===== config.mk =====
export PLATFORM = sky130hd
export DESIGN_NAME = reduce_stream_arbiter_flat
export DESIGN_NICKNAME = d
export VERILOG_FILES = /design/src/rtl/reduce_stream_arbiter_if.sv /design/src/rtl/reduce_stream_arbiter.sv /design/src/flat_wrapper.sv
export SDC_FILE = /design/constraint.sdc
export NUM_CORES = 1
export LEC_CHECK = 0
export ABC_CLOCK_PERIOD_IN_PS = 4010
export BUFFER_PORTS_ARGS = -buffer_cell sky130_fd_sc_hd__buf_2
export CORE_MARGIN = 10
export CORE_UTILIZATION = 42
export CTS_CLUSTER_SIZE = 12
export DETAILED_ROUTE_END_ITERATION = 6
export PLACE_DENSITY = 0.82
export SLEW_MARGIN = 25
export SYNTH_ARGS = -nofsm -noshare
export SYNTH_HDL_FRONTEND = slang
export SYNTH_SLANG_ARGS = --single-unit

===== constraint.sdc =====
create_clock -name clk -period 4.01 [get_ports clk]
set_clock_uncertainty 0.1 [all_clocks]
set_input_delay 0.2005 -clock clk [delete_from_list [all_inputs] [get_ports clk]]
set_output_delay 0.2005 -clock clk [all_outputs]
set_load 0.01 [all_outputs]

===== src/rtl/reduce_stream_arbiter_if.sv =====
// Stream bundle between the GLB-side requesters, the reduce_stream_arbiter and the shared reducer.
// The slave modport is the arbiter's view; master is the environment (requesters plus reducer).
interface reduce_stream_arbiter_if #(
    parameter int NUM_REQ    = 4,
    parameter int DATA_WIDTH = 17
);
    logic [NUM_REQ*DATA_WIDTH-1:0] req_data_in;
    logic [NUM_REQ-1:0]            req_data_in_valid;
    logic [NUM_REQ-1:0]            req_data_in_ready;
    logic [NUM_REQ*DATA_WIDTH-1:0] req_data_out;
    logic [NUM_REQ-1:0]            req_data_out_valid;
    logic [NUM_REQ-1:0]            req_data_out_ready;
    logic [DATA_WIDTH-1:0]         red_data_in;
    logic                          red_data_in_valid;
    logic                          red_data_in_ready;
    logic [DATA_WIDTH-1:0]         red_data_out;
    logic                          red_data_out_valid;
    logic                          red_data_out_ready;

    modport slave (
        input  req_data_in, req_data_in_valid, req_data_out_ready,
               red_data_in_ready, red_data_out, red_data_out_valid,
        output req_data_in_ready, req_data_out, req_data_out_valid,
               red_data_in, red_data_in_valid, red_data_out_ready
    );

    modport master (
        output req_data_in, req_data_in_valid, req_data_out_ready,
               red_data_in_ready, red_data_out, red_data_out_valid,
        input  req_data_in_ready, req_data_out, req_data_out_valid,
               red_data_in, red_data_in_valid, red_data_out_ready
    );
endinterface


===== src/rtl/reduce_stream_arbiter.sv =====
// Round-robin, job-granular arbiter sharing one reducer among NUM_REQ token streams.
// A grant lasts from the first input token until the job's DONE token leaves the reducer.
module reduce_stream_arbiter #(
    parameter int                    NUM_REQ    = 4,
    parameter int                    DATA_WIDTH = 17,
    parameter logic [DATA_WIDTH-1:0] DONE_TOKEN = 17'h10100
) (
    input  logic                   clk,
    input  logic                   rst_n,
    input  logic                   clk_en,
    input  logic                   flush,
    input  logic                   tile_en,
    reduce_stream_arbiter_if.slave bus,
    output logic [NUM_REQ-1:0]     grant,
    output logic                   busy,
    output logic [15:0]            jobs_done,
    output logic                   proto_err
);
    localparam int IDX_W = $clog2(NUM_REQ);

    typedef enum logic [1:0] {
        ST_IDLE  = 2'd0,
        ST_FWD   = 2'd1,
        ST_DRAIN = 2'd2
    } state_t;

    state_t               r_state;
    logic [IDX_W-1:0]     r_owner;
    logic [IDX_W-1:0]     r_rr_ptr;
    logic [15:0]          r_jobs_done;
    logic                 r_proto_err;
    logic [NUM_REQ-1:0]   r_grant;
    logic                 r_busy;

    state_t               w_state_nxt;
    logic [IDX_W-1:0]     w_owner_nxt;
    logic [IDX_W-1:0]     w_rr_nxt;
    logic [15:0]          w_jobs_nxt;
    logic                 w_err_nxt;
    logic [NUM_REQ-1:0]   w_grant_nxt;
    logic                 w_job_end;

    logic                  w_active;
    logic [DATA_WIDTH-1:0] w_own_data;
    logic                  w_own_in_valid;
    logic                  w_own_out_ready;
    logic                  w_in_hs;
    logic                  w_out_hs;
    logic                  w_in_done;
    logic                  w_out_done;

    // First valid requester at or after ptr, wrapping modulo NUM_REQ.
    function automatic logic [IDX_W-1:0] rr_pick(input logic [NUM_REQ-1:0] vld,
                                                 input logic [IDX_W-1:0]   ptr);
        logic [IDX_W-1:0] pick;
        logic [IDX_W:0]   idx;
        pick = ptr;
        for (int k = NUM_REQ - 1; k >= 0; k--) begin
            idx  = {1'b0, ptr} + (IDX_W+1)'(k);
            idx  = (idx >= (IDX_W+1)'(NUM_REQ)) ? idx - (IDX_W+1)'(NUM_REQ) : idx;
            pick = vld[idx[IDX_W-1:0]] ? idx[IDX_W-1:0] : pick;
        end
        return pick;
    endfunction

    function automatic logic [NUM_REQ-1:0] onehot(input logic [IDX_W-1:0] idx);
        logic [NUM_REQ-1:0] oh;
        oh      = '0;
        oh[idx] = 1'b1;
        return oh;
    endfunction

    assign w_active        = clk_en & tile_en;
    assign w_own_data      = bus.req_data_in[r_owner*DATA_WIDTH +: DATA_WIDTH];
    assign w_own_in_valid  = bus.req_data_in_valid[r_owner];
    assign w_own_out_ready = bus.req_data_out_ready[r_owner];

    assign w_in_hs    = bus.red_data_in_valid & bus.red_data_in_ready;
    assign w_out_hs   = bus.red_data_out_valid & bus.red_data_out_ready;
    assign w_in_done  = w_in_hs & (bus.red_data_in == DONE_TOKEN);
    assign w_out_done = w_out_hs & (bus.red_data_out == DONE_TOKEN);

    assign grant     = r_grant;
    assign busy      = r_busy;
    assign jobs_done = r_jobs_done;
    assign proto_err = r_proto_err;

    // Zero-latency steering of the owner's streams; every ready/valid is gated by w_active.
    always_comb begin
        bus.red_data_in        = '0;
        bus.red_data_in_valid  = 1'b0;
        bus.req_data_in_ready  = '0;
        bus.req_data_out       = '0;
        bus.req_data_out_valid = '0;
        bus.red_data_out_ready = 1'b0;
        if (r_state == ST_FWD) begin
            bus.red_data_in                = w_own_data;
            bus.red_data_in_valid          = w_active & w_own_in_valid;
            bus.req_data_in_ready[r_owner] = w_active & bus.red_data_in_ready;
        end else begin
            bus.red_data_in_valid = 1'b0;
        end
        if (r_state != ST_IDLE) begin
            bus.req_data_out                = {NUM_REQ{bus.red_data_out}};
            bus.req_data_out_valid[r_owner] = w_active & bus.red_data_out_valid;
            bus.red_data_out_ready          = w_active & w_own_out_ready;
        end else begin
            bus.red_data_out_ready = 1'b0;
        end
    end

    // Next-state and next-register values for the job FSM.
    always_comb begin
        w_state_nxt = r_state;
        w_owner_nxt = r_owner;
        w_rr_nxt    = r_rr_ptr;
        w_jobs_nxt  = r_jobs_done;
        w_err_nxt   = r_proto_err;
        w_job_end   = 1'b0;
        case (r_state)
            ST_IDLE: begin
                if (w_active && (|bus.req_data_in_valid)) begin
                    w_state_nxt = ST_FWD;
                    w_owner_nxt = rr_pick(bus.req_data_in_valid, r_rr_ptr);
                end else begin
                    w_state_nxt = ST_IDLE;
                end
            end
            ST_FWD: begin
                // Input and output DONE together means the job really finished.
                if (w_out_done && w_in_done) begin
                    w_job_end = 1'b1;
                end else if (w_out_done) begin
                    w_err_nxt = 1'b1;
                end else if (w_in_done) begin
                    w_state_nxt = ST_DRAIN;
                end else begin
                    w_state_nxt = ST_FWD;
                end
            end
            ST_DRAIN: begin
                if (w_out_done) begin
                    w_job_end = 1'b1;
                end else begin
                    w_state_nxt = ST_DRAIN;
                end
            end
            default: begin
                w_state_nxt = ST_IDLE;
            end
        endcase
        if (w_job_end) begin
            w_state_nxt = ST_IDLE;
            w_rr_nxt    = (r_owner == IDX_W'(NUM_REQ - 1)) ? {IDX_W{1'b0}} : r_owner + {{(IDX_W-1){1'b0}}, 1'b1};
            w_jobs_nxt  = r_jobs_done + 16'd1;
        end else begin
            w_rr_nxt = r_rr_ptr;
        end
        if (!tile_en) begin
            w_state_nxt = ST_IDLE;
        end else begin
            w_state_nxt = w_state_nxt;
        end
        w_grant_nxt = (w_state_nxt == ST_IDLE) ? {NUM_REQ{1'b0}} : onehot(w_owner_nxt);
    end

    // State and status registers; flush outranks clk_en.
    always_ff @(posedge clk or negedge rst_n) begin
        if (!rst_n) begin
            r_state     <= ST_IDLE;
            r_owner     <= '0;
            r_rr_ptr    <= '0;
            r_jobs_done <= 16'd0;
            r_proto_err <= 1'b0;
            r_grant     <= '0;
            r_busy      <= 1'b0;
        end else if (flush) begin
            r_state     <= ST_IDLE;
            r_owner     <= '0;
            r_rr_ptr    <= '0;
            r_jobs_done <= 16'd0;
            r_proto_err <= 1'b0;
            r_grant     <= '0;
            r_busy      <= 1'b0;
        end else if (clk_en) begin
            r_state     <= w_state_nxt;
            r_owner     <= w_owner_nxt;
            r_rr_ptr    <= w_rr_nxt;
            r_jobs_done <= w_jobs_nxt;
            r_proto_err <= w_err_nxt;
            r_grant     <= w_grant_nxt;
            r_busy      <= (w_state_nxt != ST_IDLE);
        end
    end
endmodule


===== src/flat_wrapper.sv =====
// flat-port wrapper written by rule: the top's interface ports become plain ports
module reduce_stream_arbiter_flat 
#(
    parameter int                    NUM_REQ    = 4,
    parameter int                    DATA_WIDTH = 17,
    parameter logic [DATA_WIDTH-1:0] DONE_TOKEN = 17'h10100
)
  (clk, rst_n, clk_en, flush, tile_en, grant, busy, jobs_done, proto_err, bus_req_data_in, bus_req_data_in_valid, bus_req_data_out_ready, bus_red_data_in_ready, bus_red_data_out, bus_red_data_out_valid, bus_req_data_in_ready, bus_req_data_out, bus_req_data_out_valid, bus_red_data_in, bus_red_data_in_valid, bus_red_data_out_ready);
  reduce_stream_arbiter_if #(.NUM_REQ(NUM_REQ), .DATA_WIDTH(DATA_WIDTH)) bus_i ();
  input  logic clk;
  input  logic rst_n;
  input  logic clk_en;
  input  logic flush;
  input  logic tile_en;
  output logic [NUM_REQ-1:0] grant;
  output logic busy;
  output logic [15:0] jobs_done;
  output logic proto_err;
  input wire logic [$bits(bus_i.req_data_in)-1:0] bus_req_data_in;
  input wire logic [$bits(bus_i.req_data_in_valid)-1:0] bus_req_data_in_valid;
  input wire logic [$bits(bus_i.req_data_out_ready)-1:0] bus_req_data_out_ready;
  input wire logic [$bits(bus_i.red_data_in_ready)-1:0] bus_red_data_in_ready;
  input wire logic [$bits(bus_i.red_data_out)-1:0] bus_red_data_out;
  input wire logic [$bits(bus_i.red_data_out_valid)-1:0] bus_red_data_out_valid;
  output wire logic [$bits(bus_i.req_data_in_ready)-1:0] bus_req_data_in_ready;
  output wire logic [$bits(bus_i.req_data_out)-1:0] bus_req_data_out;
  output wire logic [$bits(bus_i.req_data_out_valid)-1:0] bus_req_data_out_valid;
  output wire logic [$bits(bus_i.red_data_in)-1:0] bus_red_data_in;
  output wire logic [$bits(bus_i.red_data_in_valid)-1:0] bus_red_data_in_valid;
  output wire logic [$bits(bus_i.red_data_out_ready)-1:0] bus_red_data_out_ready;
  assign bus_i.req_data_in = bus_req_data_in;
  assign bus_i.req_data_in_valid = bus_req_data_in_valid;
  assign bus_i.req_data_out_ready = bus_req_data_out_ready;
  assign bus_i.red_data_in_ready = bus_red_data_in_ready;
  assign bus_i.red_data_out = bus_red_data_out;
  assign bus_i.red_data_out_valid = bus_red_data_out_valid;
  assign bus_req_data_in_ready = bus_i.req_data_in_ready;
  assign bus_req_data_out = bus_i.req_data_out;
  assign bus_req_data_out_valid = bus_i.req_data_out_valid;
  assign bus_red_data_in = bus_i.red_data_in;
  assign bus_red_data_in_valid = bus_i.red_data_in_valid;
  assign bus_red_data_out_ready = bus_i.red_data_out_ready;
  reduce_stream_arbiter #(.NUM_REQ(NUM_REQ), .DATA_WIDTH(DATA_WIDTH), .DONE_TOKEN(DONE_TOKEN)) u_core (.clk(clk), .rst_n(rst_n), .clk_en(clk_en), .flush(flush), .tile_en(tile_en), .bus(bus_i), .grant(grant), .busy(busy), .jobs_done(jobs_done), .proto_err(proto_err));
endmodule

==> summary.txt, run 1 <==
Run status
  – Status: complete, no violations

Yosys
  – Syn nets: 437
  – Yosys cell types: 51
  – Post-synthesis mux area share: 0.161
  – Post-Syn Area: approximately 3000 um2
  – Post-Syn Instances: around 330
  – Post-synth ARST share: 1.00
  – Synth Flop Type: dfrtp_1
  – Yosys warns: 0
  – Main combinational cell family by area after synthesis: simple AND/OR/NAND/NOR gates
  – Post-synth EDFFs: 0
  – Post-synthesis simple-gate area fraction: 0.274
  – Synthesized area per cell: 9.22 um2
  – #FFs+latches synth: 28
  – Synth Area in XOR/XNOR: 0.0289
  – Post-synthesis compound-gate area fraction: 0.0976
  – Seq/Total Area, Yosys: 0.232
  – Post-Synth Adder-Cell Area: 0.0372

Floorplan
  – I/O Pins: 217
  – DIE WIDTH: 105 um
  – Core area: a little under 7000 um2
  – Initial Util: 0.438
  – Die height: around 100 um
  – # rows: 30
  – DIE AREA: 11000 um2

Drt
  – DR DRC count: 0
  – Via/cell ratio: roughly 5.2
  – Initial DRC Count: 185
  – TritonRoute pass-1 iters: 4
  – Antenna-violating nets left: 0
  – Via count: 3047
  – WL final: 11.5 mm
  – DR WL/cell: 19.7 um

STA
  – # setup viols final: 0
  – Setup TNS: 0 ns
  – Pins Over Slew Limit: 0
  – Max Clk Rate: about 290 MHz
  – Final Cycle Share: 0.871
  – Minimum clock period: about 3.5 ns
  – Slew headroom: 0.326
  – Hold Vio Cnt, Final: 0
  – Unrepaired setup endpoints after global routing: false
  – Least-Margin Pin Slew: approximately 1.0 ns

Worst setup path
  – Worst EP required: 4.08 ns
  – Worst setup startpoint: u_core.r_owner[1]
  – CP Launch Type: register
  – WP data arrival: 3.56 ns
  – Crit path capture type: register
  – Worst Path Max Fanout: 24
  – Reg2reg setup slack: 0.52 ns
  – Worst Path Class, Setup: reg2reg
  – Reg2Reg Launch Point: u_core.r_owner[1]

Cells and area
  – Area grow syn2layout: 27.7%
  – Share of cells above drive strength 1: 0.531
  – Final #Nets: 598
  – Finished Core Util: 0.559
  – Ant. Diodes: 0

Flow run
  – Max_cap viols: 0

Placed design
  – Placer Congestion: approximately 0.92
  – IO buf count: 216
  – DP Wirelength: 9.79 mm

Pwr
  – Total Power: about 0.63 mW
  – Leakage power: about 2.0 nW
  – Max rail drop VDD: 0.147 mV
  – Pwr dens: between 150 and 200 nW/um2

CTS
  – TritonCTS clock tree: done
  – Clock Tree Buf Depth: 2
  – CTS sink cnt: 28
  – Reg clk slew, reported paths: 0.09 ns
  – CTS root buf: clkbuf_8
  – Post-cts repair resize count: 0
  – Cts bufs inserted: 3
  – Skew-Pair Late Insertion Delay: 0.27 ns
  – H-tree Lvls: 1

Worst hold path
  – Min-delay src: clk_en
  – Hold WC Path Type: in2reg

GRT
  – GRT overflow: 0
  – Vias in the first global route: approximately 3.2k
  – Antenna violations before repair: 0
  – Total Routing Usage GR: 0.192
  – Largest net degree at the start of global routing: 29
  – First-pass GRT wire length: 17.6 mm
[through the flow]
step,hold WS (ns),instance area [um2],setup WS [ns],cells
floorplan,-0.195,3030,1.16,328
global placement,0.143,3800,0.653,579
detailed placement,0.149,3800,0.551,579
CTS,0.178,3860,0.533,584
global route,0.224,3860,0.303,584
finish,0.180,3860,0.517,584
[cell families (layout without fill, tap and decap cells)]
| group | count (synthesis) | count (layout) |
|---|---|---|
| fa+ha+maj | 9 | 9 |
| xor+xnor | 10 | 10 |
| compound gates | 40 | 40 |
| simple gates | 136 | 136 |
| flops | 28 | 28 |
| buf+inv | 79 | 239 |
| mux | 26 | 26 |
[critical path, cell delays in order, from the launching register on]
cell and delay, ns:
dfrtp_1 1.02, mux4_2 0.59, nor3b_1 0.16, and4_1 0.19, a21oi_2 0.72, nor3_4 0.13
nand4_1 0.15, mux2_1 0.32
[flip-flops by register name, summed over array words and instances, names as in the netlist]
register          flops
u_core.grant          4
u_core.r_owner        2
u_core.busy           1
u_core.r_state        2
u_core.r_rr_ptr       2
u_core.proto_err      1
u_core.jobs_done     16
[area by class of cell]
class	count	area (um2)
clock buffer	4	55.1
timing repair buffer	221	1120
tap	96	120
inverter	14	52.6
sequential	28	701
fill	655	3040
multi-input combinational	221	1810
[cell usage after synthesis, drive strengths merged, types with 2 or more instances]
library cell   n  area share
dfrtp         28        0.23
nor4          13       0.042
inv           14       0.017
clkbuf         7      0.0087
and2          28       0.058
mux2i          6       0.020
ha             9       0.037
nand4          7       0.014
nor3b          3      0.0074
a211oi         2      0.0050
buf           58        0.14
mux4          18        0.13
nor2b         21       0.043
a21o           2      0.0050
nor2          30       0.038
nand2         12       0.015
nand3b         3      0.0074
o22ai          3      0.0062
mux2           2      0.0074
a32o           4       0.013
and4b          2      0.0066
a22o           2      0.0058
nor3           5       0.012
a21bo          3      0.0099
or4            2      0.0074
a21oi          8       0.014
nand3          4      0.0066
xnor2         10       0.029
o21ai          8       0.014
and4           3      0.0087
[power by group]
| group | leakage [nW] | internal (mW) | switching, mW | total (mW) |
|---|---|---|---|---|
| registers | 0.390 | 0.284 | 0.00343 | 0.287 |
| logic | 1.62 | 0.0866 | 0.0786 | 0.165 |
| clock network | 0.0288 | 0.0879 | 0.0857 | 0.174 |
| total | 2.04 | 0.458 | 0.168 | 0.626 |
[worst paths after layout]
check | end | depth (start not counted)
min in group asynchronous | u_core.jobs_done[10] | 2
worst min-delay path | u_core.r_state[0] | 3
worst min register to register | u_core.grant[3] | 1
worst max register to register | u_core.jobs_done[12] | 7
max in group asynchronous | u_core.r_rr_ptr[1] | 2
worst max-delay path | u_core.jobs_done[12] | 7
[metal layers]
| layer | vias to the layer above | share of wire | GRT usage |
|---|---|---|---|
| met5 | - | 0 | 0 |
| met4 | 0 | 0.018 | 0.0529 |
| met3 | 17 | 0.077 | 0.0442 |
| met2 | 151 | 0.54 | 0.358 |
| met1 | 1446 | 0.37 | 0.212 |
| li1 | 1433 | - | - |
[cells in the final DEF, fill, tap and decap left out, types with 5 or more instances in the layout]
master,n
nand4_1,7
nor4_2,5
and2_1,28
dfrtp_1,28
nor4_1,7
nor2_1,29
ha_1,9
mux4_2,18
xnor2_1,10
o21ai_0,7
nand2_1,12
inv_1,14
buf_2,216
a21oi_1,7
mux2i_1,6
nor2b_1,21
[what timing repair did]
action,4_1_cts,5_1_grt
hold buffers,1,0
buffers inserted,0,0
hold endpoints to repair,28,0
Power figures use the tool's default switching activity.
==> run 2, diff against run 1 <==
- ABC_CLOCK_PERIOD_IN_PS: 4010 -> 3000
- CORE_UTILIZATION: 42 -> 38
- PLACE_DENSITY: 0.82 -> 0.78
- clock period: 4.01 -> 3 ns (I/O delays scaled with it)
==> run 2 against run 1 <==
Against the previous run: maximum frequency increased by 18%; critical path depth increased by 2; combinational power increased by 47%; sequential power increased by 33%; critical path type unchanged; largest power group unchanged.
==> summary.txt, run 2 (synthesis gave the netlist of run 1 again) <==
Pwr
  – Combinational share of power: 0.264 (about the same)
  – Flop pwr share: 0.415 (-0.044)
  – Pwr dens: 224 nW/um2 (+38%)
  – Max rail drop VDD: 0.417 mV (+180%)
  – Internal: 0.685 mW (+50%)
  – Clock share of power: 0.321 (+0.044)
  – Switch Pwr: 0.236 mW (+41%)
  – Leakage power: 2.16 nW (+5.9%)
  – Switch share: 0.256 (-0.0118)
  – Total Power: 0.921 mW (+47%)

Floorplan
  – DIE WIDTH: 109 um (+4.2%)
  – Core area: 7730 um2 (+12%)
  – Die height: 109 um (+4.2%)
  – # rows: 32 (+6.7%)
  – DIE AREA: 11900 um2 (+8.5%)
  – Initial Util: 0.392 (-0.0465)
  – I/O Pins: 217 (unchanged)

Drt
  – DR DRC count: 0 (unchanged)
  – DR WL/cell: 19.4 um (-1.2%)
  – Antenna-violating nets left: 0 (unchanged)
  – Initial DRC Count: 213 (+15%)
  – WL final: 11.8 mm (+2.8%)
  – Via count: 3158 (+3.6%)
  – Via/cell ratio: 5.19 (-0.45%)
  – TritonRoute pass-1 iters: 4 (unchanged)

CTS
  – CTS root buf: clkbuf_8
  – TritonCTS clock tree: done
  – CTS sink cnt: 28 (unchanged)
  – Cts bufs inserted: 3 (unchanged)
  – H-tree Lvls: 1 (unchanged)
  – Reg clk slew, reported paths: 0.10 ns (about the same)
  – Skew-Pair Late Insertion Delay: 0.27 ns (about the same)
  – Clock Tree Buf Depth: 2 (unchanged)

Placed design
  – Placer Congestion: 0.930 (+1.3%)
  – DP Cell Count: 592 (+2.2%)
  – IO buf count: 216 (unchanged)
  – Post-DP Area: 3880 um2 (+2.2%)
  – DP Worst Slack: -0.0133 ns (-0.565 ns)
  – DP Wirelength: 9.75 mm (-0.44%)

Worst setup path
  – Worst EP required: 3.06 ns (-1.02 ns)
  – WP data arrival: 3.01 ns (-0.55 ns)
  – Crit path capture type: register
  – Worst Path Class, Setup: reg2reg
  – Worst Path Max Fanout: 7 (-71%)
  – CP Launch Type: register

STA
  – Final Cycle Share: 0.983 (+0.112)
  – Final WS setup: 0.0508 ns (-0.466 ns)
  – Unrepaired setup endpoints after global routing: true
  – Least-Margin Pin Slew: 0.635 ns (-0.376 ns)
  – # setup viols final: 0 (unchanged)
  – Minimum clock period: 2.95 ns (-0.544 ns)
  – Pins Over Slew Limit: 0 (unchanged)
  – Hold Vio Cnt, Final: 0 (unchanged)
  – Max Clk Rate: 339 MHz (+18%)
  – Fin Hold WS: 0.129 ns (-0.0507 ns)
  – Slew headroom: 0.577 (+0.251)

Cells and area
  – Share of cells above drive strength 1: 0.561 (+0.0305)
  – Largest register FFs: 16 (unchanged)
  – Final #Nets: 616 (+3.0%)
  – Commonest non-fill, non-tap cell in the layout: buf_2
  – Final Non-Filler Cells: 608 (+4.1%)
  – Area grow syn2layout: 36.1%
  – Ant. Diodes: 0 (unchanged)
  – Commonest non-fill, non-tap cells in the layout: buf_2, nor2_1, and2_1, dfrtp_1, nor2b_1
  – Post-route cell area: 4120 um2 (+6.6%)

GRT
  – First-pass GRT wire length: 17.3 mm (-2.0%)
  – Antenna violations before repair: 0 (unchanged)
  – GRT overflow: 0 (unchanged)
  – Vias in the first global route: 3315 (+4.8%)
  – Total Routing Usage GR: 0.176 (-0.0161)
  – Largest net degree at the start of global routing: 29 (unchanged)

Worst hold path
  – Hold WC Path Type: in2reg

Flow run
  – Max_cap viols: 0 (unchanged)

Run status
  – Status: complete, no violations
run 2: cell types whose count changed in the layout (fill, tap and decap cells not counted), moves of 2 or more:
cell     delta
buf_12      +2
buf_4      +14
nor3b_1     -2
nor3b_2     +2
run 2: final timing paths:
kind,from,to,slack [ns],depth (start not counted)
worst max-delay path,u_core.r_owner[0],u_core.jobs_done[12],0.05,9
worst min-delay path,clk_en,u_core.r_state[0],0.13,3
worst max register to register,u_core.r_owner[0],u_core.jobs_done[12],0.05,9
worst min register to register,u_core.proto_err,u_core.proto_err,0.40,2
max in group asynchronous,rst_n,u_core.r_owner[0],2.04,2
min in group asynchronous,rst_n,u_core.grant[2],0.32,2
run 2: area by class of cell:
type                    count  area [um2]
clock buffers               3        41.3
repair buffers            238        1290
flip-flops and latches     28         702
fillers                   706        3610
clock inverters             1        30.0
inverters                  14        52.6
multi-input cells         222        1870
well taps                 102         128
run 2: worst max-delay path: stages, from the launching register on:
cell	delay, ns
dfrtp_2	0.45
buf_4	0.19
mux4_2	0.51
nor4_1	0.37
and4_4	0.31
buf_4	0.13
a21oi_4	0.10
nor3_4	0.20
nand4_1	0.15
mux2_4	0.32
run 2: timing repair:
| action | in CTS | in global routing |
|---|---|---|
| resized for setup | 1 | 11 |
| hold endpoints to repair | 28 | 0 |
| hold buffers | 1 | 0 |
| pin swaps | 0 | 5 |
| setup endpoints to repair | 5 | 9 |
| setup buffers | 0 | 9 |
| cloned | 0 | 2 |
run 2: power by group through the flow:
stage	Clock [mW]	Combinational, mW	Sequential (mW)
floorplan	0	0.124	0.389
global placement	0	0.226	0.389
detailed placement	0	0.232	0.389
CTS	0.303	0.233	0.382
global route	0.313	0.265	0.383
finish	0.296	0.243	0.382
run 2: metrics by stage:
step,util,setup TNS (ns)
after global placement,0.502,0
after CTS,0.514,0
final,0.533,0
after floorplan,-,0
after detailed placement,0.502,-0.0133
after global routing,0.533,-0.283
run 2: layer usage:
metal / up-vias / global-route usage / share of wire
li1: 1476 / - / -
met1: 1517 / 0.188 / 0.36
met5: - / 0 / 0
met4: 0 / 0.0372 / 0.016
met3: 20 / 0.0525 / 0.098
met2: 145 / 0.334 / 0.53
==> run 3, diff against run 2 <==
- ABC_AREA: not set -> 1
- CORE_UTILIZATION: 38 -> 40
- PLACE_DENSITY: 0.78 -> 0.79
==> run 3 against run 2 <==
Against the previous run: sequential power barely moved; via count up 29%; synthesized area up 15%; core utilization is 1.8 points lower; critical path type unchanged; design area up 4.2%; worst setup slack improved by 0.54 ns; largest power group unchanged; worst hold slack worse by 0.0060 ns; sequential cell count did not move; register-to-register slack gained 0.54 ns; critical endpoint is now u_core.grant[1]; non-clock buffer count shrank 15.
==> summary.txt, run 3 <==
Worst setup path
  – Worst Path Class, Setup: reg2reg
  – Crit path capture type: register
  – CP Launch Type: register
  – CP max stage delay: 0.49 ns (-0.02 ns)
  – Worst EP required: 3.12 ns (+0.06 ns)
  – CP max-delay cell: dfrtp_1
  – CP Cell Sequence: buf_4 > nor2_1 > nor2_1 > o21ai_1 > nand2_1 > clkinv_1 > nand2_1 > nor2_1 > nand2_1 > o21bai_4 > a21oi_1 > nand2_1 > nand2_1 > nand3_1 > nand2_1
  – Worst Path Max Fanout: 28 (+21)
  – WP data arrival: 2.53 ns (-0.48 ns)
  – Most common cell on crit path: nand2_1

Cells and area
  – Area grow syn2layout: 23.3%
  – Post-route cell area: 4290 um2 (+4.2%)
  – Largest register FFs: 16 (unchanged)
  – Multi-input logic area: 1830 um2 (-2.4%)
  – Final Non-Filler Cells: 862 (+42%)
  – Storage element area: 701 um2 (-0.18%)
  – Commonest non-fill, non-tap cells in the layout: buf_2, nand2_1, inv_1, nor2_1, nand3_1
  – Finished Core Util: 0.515 (-0.0183)
  – Commonest non-fill, non-tap cell in the layout: buf_2
  – Share of cells above drive strength 1: 0.312 (-0.249)
  – Final #Nets: 866 (+41%)
  – # fillers: 895 (+27%)

GRT
  – Antenna violations before repair: 0 (unchanged)
  – Vias in the first global route: 3886 (+17%)
  – GRT overflow: 0 (unchanged)
  – First-pass GRT wire length: 20.4 mm (+18%)
  – Total Routing Usage GR: 0.187 (+0.0111)
  – Largest net degree at the start of global routing: 40 (+38%)

CTS
  – CTS Hold Buffers Added: 1 (unchanged)
  – Post-CTS Setup Bufs: 0 (unchanged)
  – Skew-Pair Late Insertion Delay: 0.27 ns (about the same)
  – Reg clk slew, reported paths: 0.10 ns (about the same)
  – Post-cts repair resize count: 0 (-1)
  – CTS root buf: clkbuf_8
  – Cts bufs inserted: 3 (unchanged)
  – CTS sink cnt: 28 (unchanged)
  – TritonCTS clock tree: done
  – Clock Tree Buf Depth: 2 (unchanged)
  – H-tree Lvls: 1 (unchanged)

Yosys
  – Most common cell in the netlist: nand2_1
  – Syn nets: 711 (+63%)
  – #FFs+latches synth: 28 (unchanged)
  – Post-Syn Instances: 602 (+84%)
  – Post-synth ARST share: 1.00 (unchanged)
  – Post-synth top area share: 0.201 (-0.0302)
  – Post-Syn Area: 3480 um2 (+15%)
  – Yosys cell types: 33 (-35%)
  – Synthesized area per cell: 5.78 um2 (-37%)
  – Synth Flop Type: dfrtp_1
  – Synth top area cells: dfrtp_1, nand2_1, inv_1
  – Commonest cells in the netlist: nand2_1, inv_1, nor2_1, buf_4, nand3_1
  – Seq/Total Area, Yosys: 0.201 (-0.0302)
  – Yosys warns: 0 (unchanged)
  – Post-synth top area cell: dfrtp_1
  – Post-synth EDFFs: 0 (unchanged)

Pwr
  – Switch Pwr: 0.339 mW (+44%)
  – Max rail drop VDD: 0.174 mV (-58%)
  – Clock share of power: 0.242 (-0.079)
  – Flop pwr share: 0.394 (-0.021)
  – Combinational share of power: 0.365 (+0.101)
  – Internal: 0.640 mW (-6.7%)
  – Pwr dens: 228 nW/um2 (+1.9%)
  – Switch share: 0.346 (+0.0901)
  – Leakage power: 2.85 nW (+32%)

Drt
  – TritonRoute pass-1 iters: 5 (+1)
  – Via count: 4060 (+29%)
  – DR DRC count: 0 (unchanged)
  – WL final: 12.9 mm (+9.3%)
  – Via/cell ratio: 4.71 (-9.3%)
  – DR WL/cell: 15.0 um (-23%)
  – Antenna-violating nets left: 0 (unchanged)
  – Initial DRC Count: 391 (+84%)

STA
  – Unrepaired setup endpoints after global routing: false
  – Final Cycle Share: 0.804 (-0.179)
  – Hold Vio Cnt, Final: 0 (unchanged)
  – Pins Over Slew Limit: 0 (unchanged)
  – Max Clk Rate: 414 MHz (+22%)
  – # setup viols final: 0 (unchanged)
  – Fin Hold WS: 0.123 ns (-0.00604 ns)
  – Least-Margin Pin Slew: 0.699 ns (+0.0647 ns)
  – Minimum clock period: 2.41 ns (-0.536 ns)
  – Setup TNS: 0 ns (unchanged)
  – Slew headroom: 0.534 (-0.0431)

Floorplan
  – # rows: 33 (+3.1%)
  – DIE WIDTH: 113 um (+3.7%)
  – I/O Pins: 217 (unchanged)
  – Initial Util: 0.417 (+0.0257)
  – DIE AREA: 12800 um2 (+7.5%)
  – Core area: 8340 um2 (+7.9%)
  – Die height: 113 um (+3.7%)

Placed design
  – DP Cell Count: 856 (+45%)
  – Post-DP Area: 4220 um2 (+8.8%)
  – Placer Congestion: 0.909 (-2.2%)
  – IO buf count: 216 (unchanged)
  – DP Wirelength: 10.8 mm (+11%)

Flow run
  – Max_cap viols: 0 (unchanged)

Run status
  – Status: complete, no violations

Worst hold path
  – Hold WC Path Type: in2reg
run 3: changes by cell type in the layout (fill, tap and decap cells not counted), sizes merged, moves of 18 or more:
cell	change
nor2	+51
nand3	+33
nand2	+148
nor2b	-21
o21ai	+33
mux4	-18
and2	-28
inv	+96
run 3: layer usage:
metal  share of wire  wire length (um)  up-vias  track usage
met2            0.47              6040      174        0.316
met3           0.090              1170        8       0.0470
li1                -                 -     2100            -
met1            0.44              5650     1778        0.244
met4          0.0053                68        0       0.0169
met5               0                 0        -            0
run 3: cell type report:
| class | count | share of cell area |
|---|---|---|
| inverters | 112 | 0.0991 |
| repair buffers | 223 | 0.268 |
| well taps | 105 | 0.0306 |
| diodes | 1 | 0.000583 |
| multi-input cells | 389 | 0.426 |
| clock buffers | 4 | 0.0128 |
| flip-flops and latches | 28 | 0.163 |
run 3: through the flow:
step           power [mW]  setup slack [ns]
2_1_floorplan       0.630             0.818
3_3_place_gp        0.746             0.663
3_5_place_dp        0.748             0.590
4_1_cts             0.982             0.569
5_1_grt              1.04             0.298
6_report            0.978             0.587
run 3: cell families after synthesis:
group,Yosys count,share of synthesized area
flops,28,0.201
simple gates,306,0.366
fa+ha+maj,9,0.0324
buf+inv,185,0.273
compound gates,66,0.107
xor+xnor,8,0.0201
run 3: worst max-delay path, delay by kind of cell (launching register included):
kind / cells / cell delay (ns)
buffers and inverters: 2 / 0.40
and+or+nand+nor: 10 / 0.90
AOI/OAI and AO/OA: 3 / 0.47
DFF: 1 / 0.49
run 3: power groups by stage:
| stage | Clock [mW] | Sequential [mW] | Combinational, mW |
|---|---|---|---|
| 2_1_floorplan | 0 | 0.392 | 0.237 |
| 6_report | 0.237 | 0.385 | 0.357 |
| 3_5_place_dp | 0 | 0.393 | 0.355 |
| 3_3_place_gp | 0 | 0.392 | 0.354 |
| 4_1_cts | 0.239 | 0.385 | 0.358 |
| 5_1_grt | 0.247 | 0.386 | 0.407 |
run 3: final timing paths:
kind                                   start                  end  slack, ns  cells after the start
max                        u_core.r_owner[0]      u_core.grant[1]       0.59                     15
min                                    flush  u_core.jobs_done[9]       0.12                      2
max reg2reg                u_core.r_owner[0]      u_core.grant[1]       0.59                     15
min reg2reg                  u_core.grant[3]      u_core.grant[3]       0.38                      2
max in group asynchronous              rst_n    u_core.r_owner[0]       2.07                      2
min in group asynchronous              rst_n  u_core.jobs_done[5]       0.32                      2
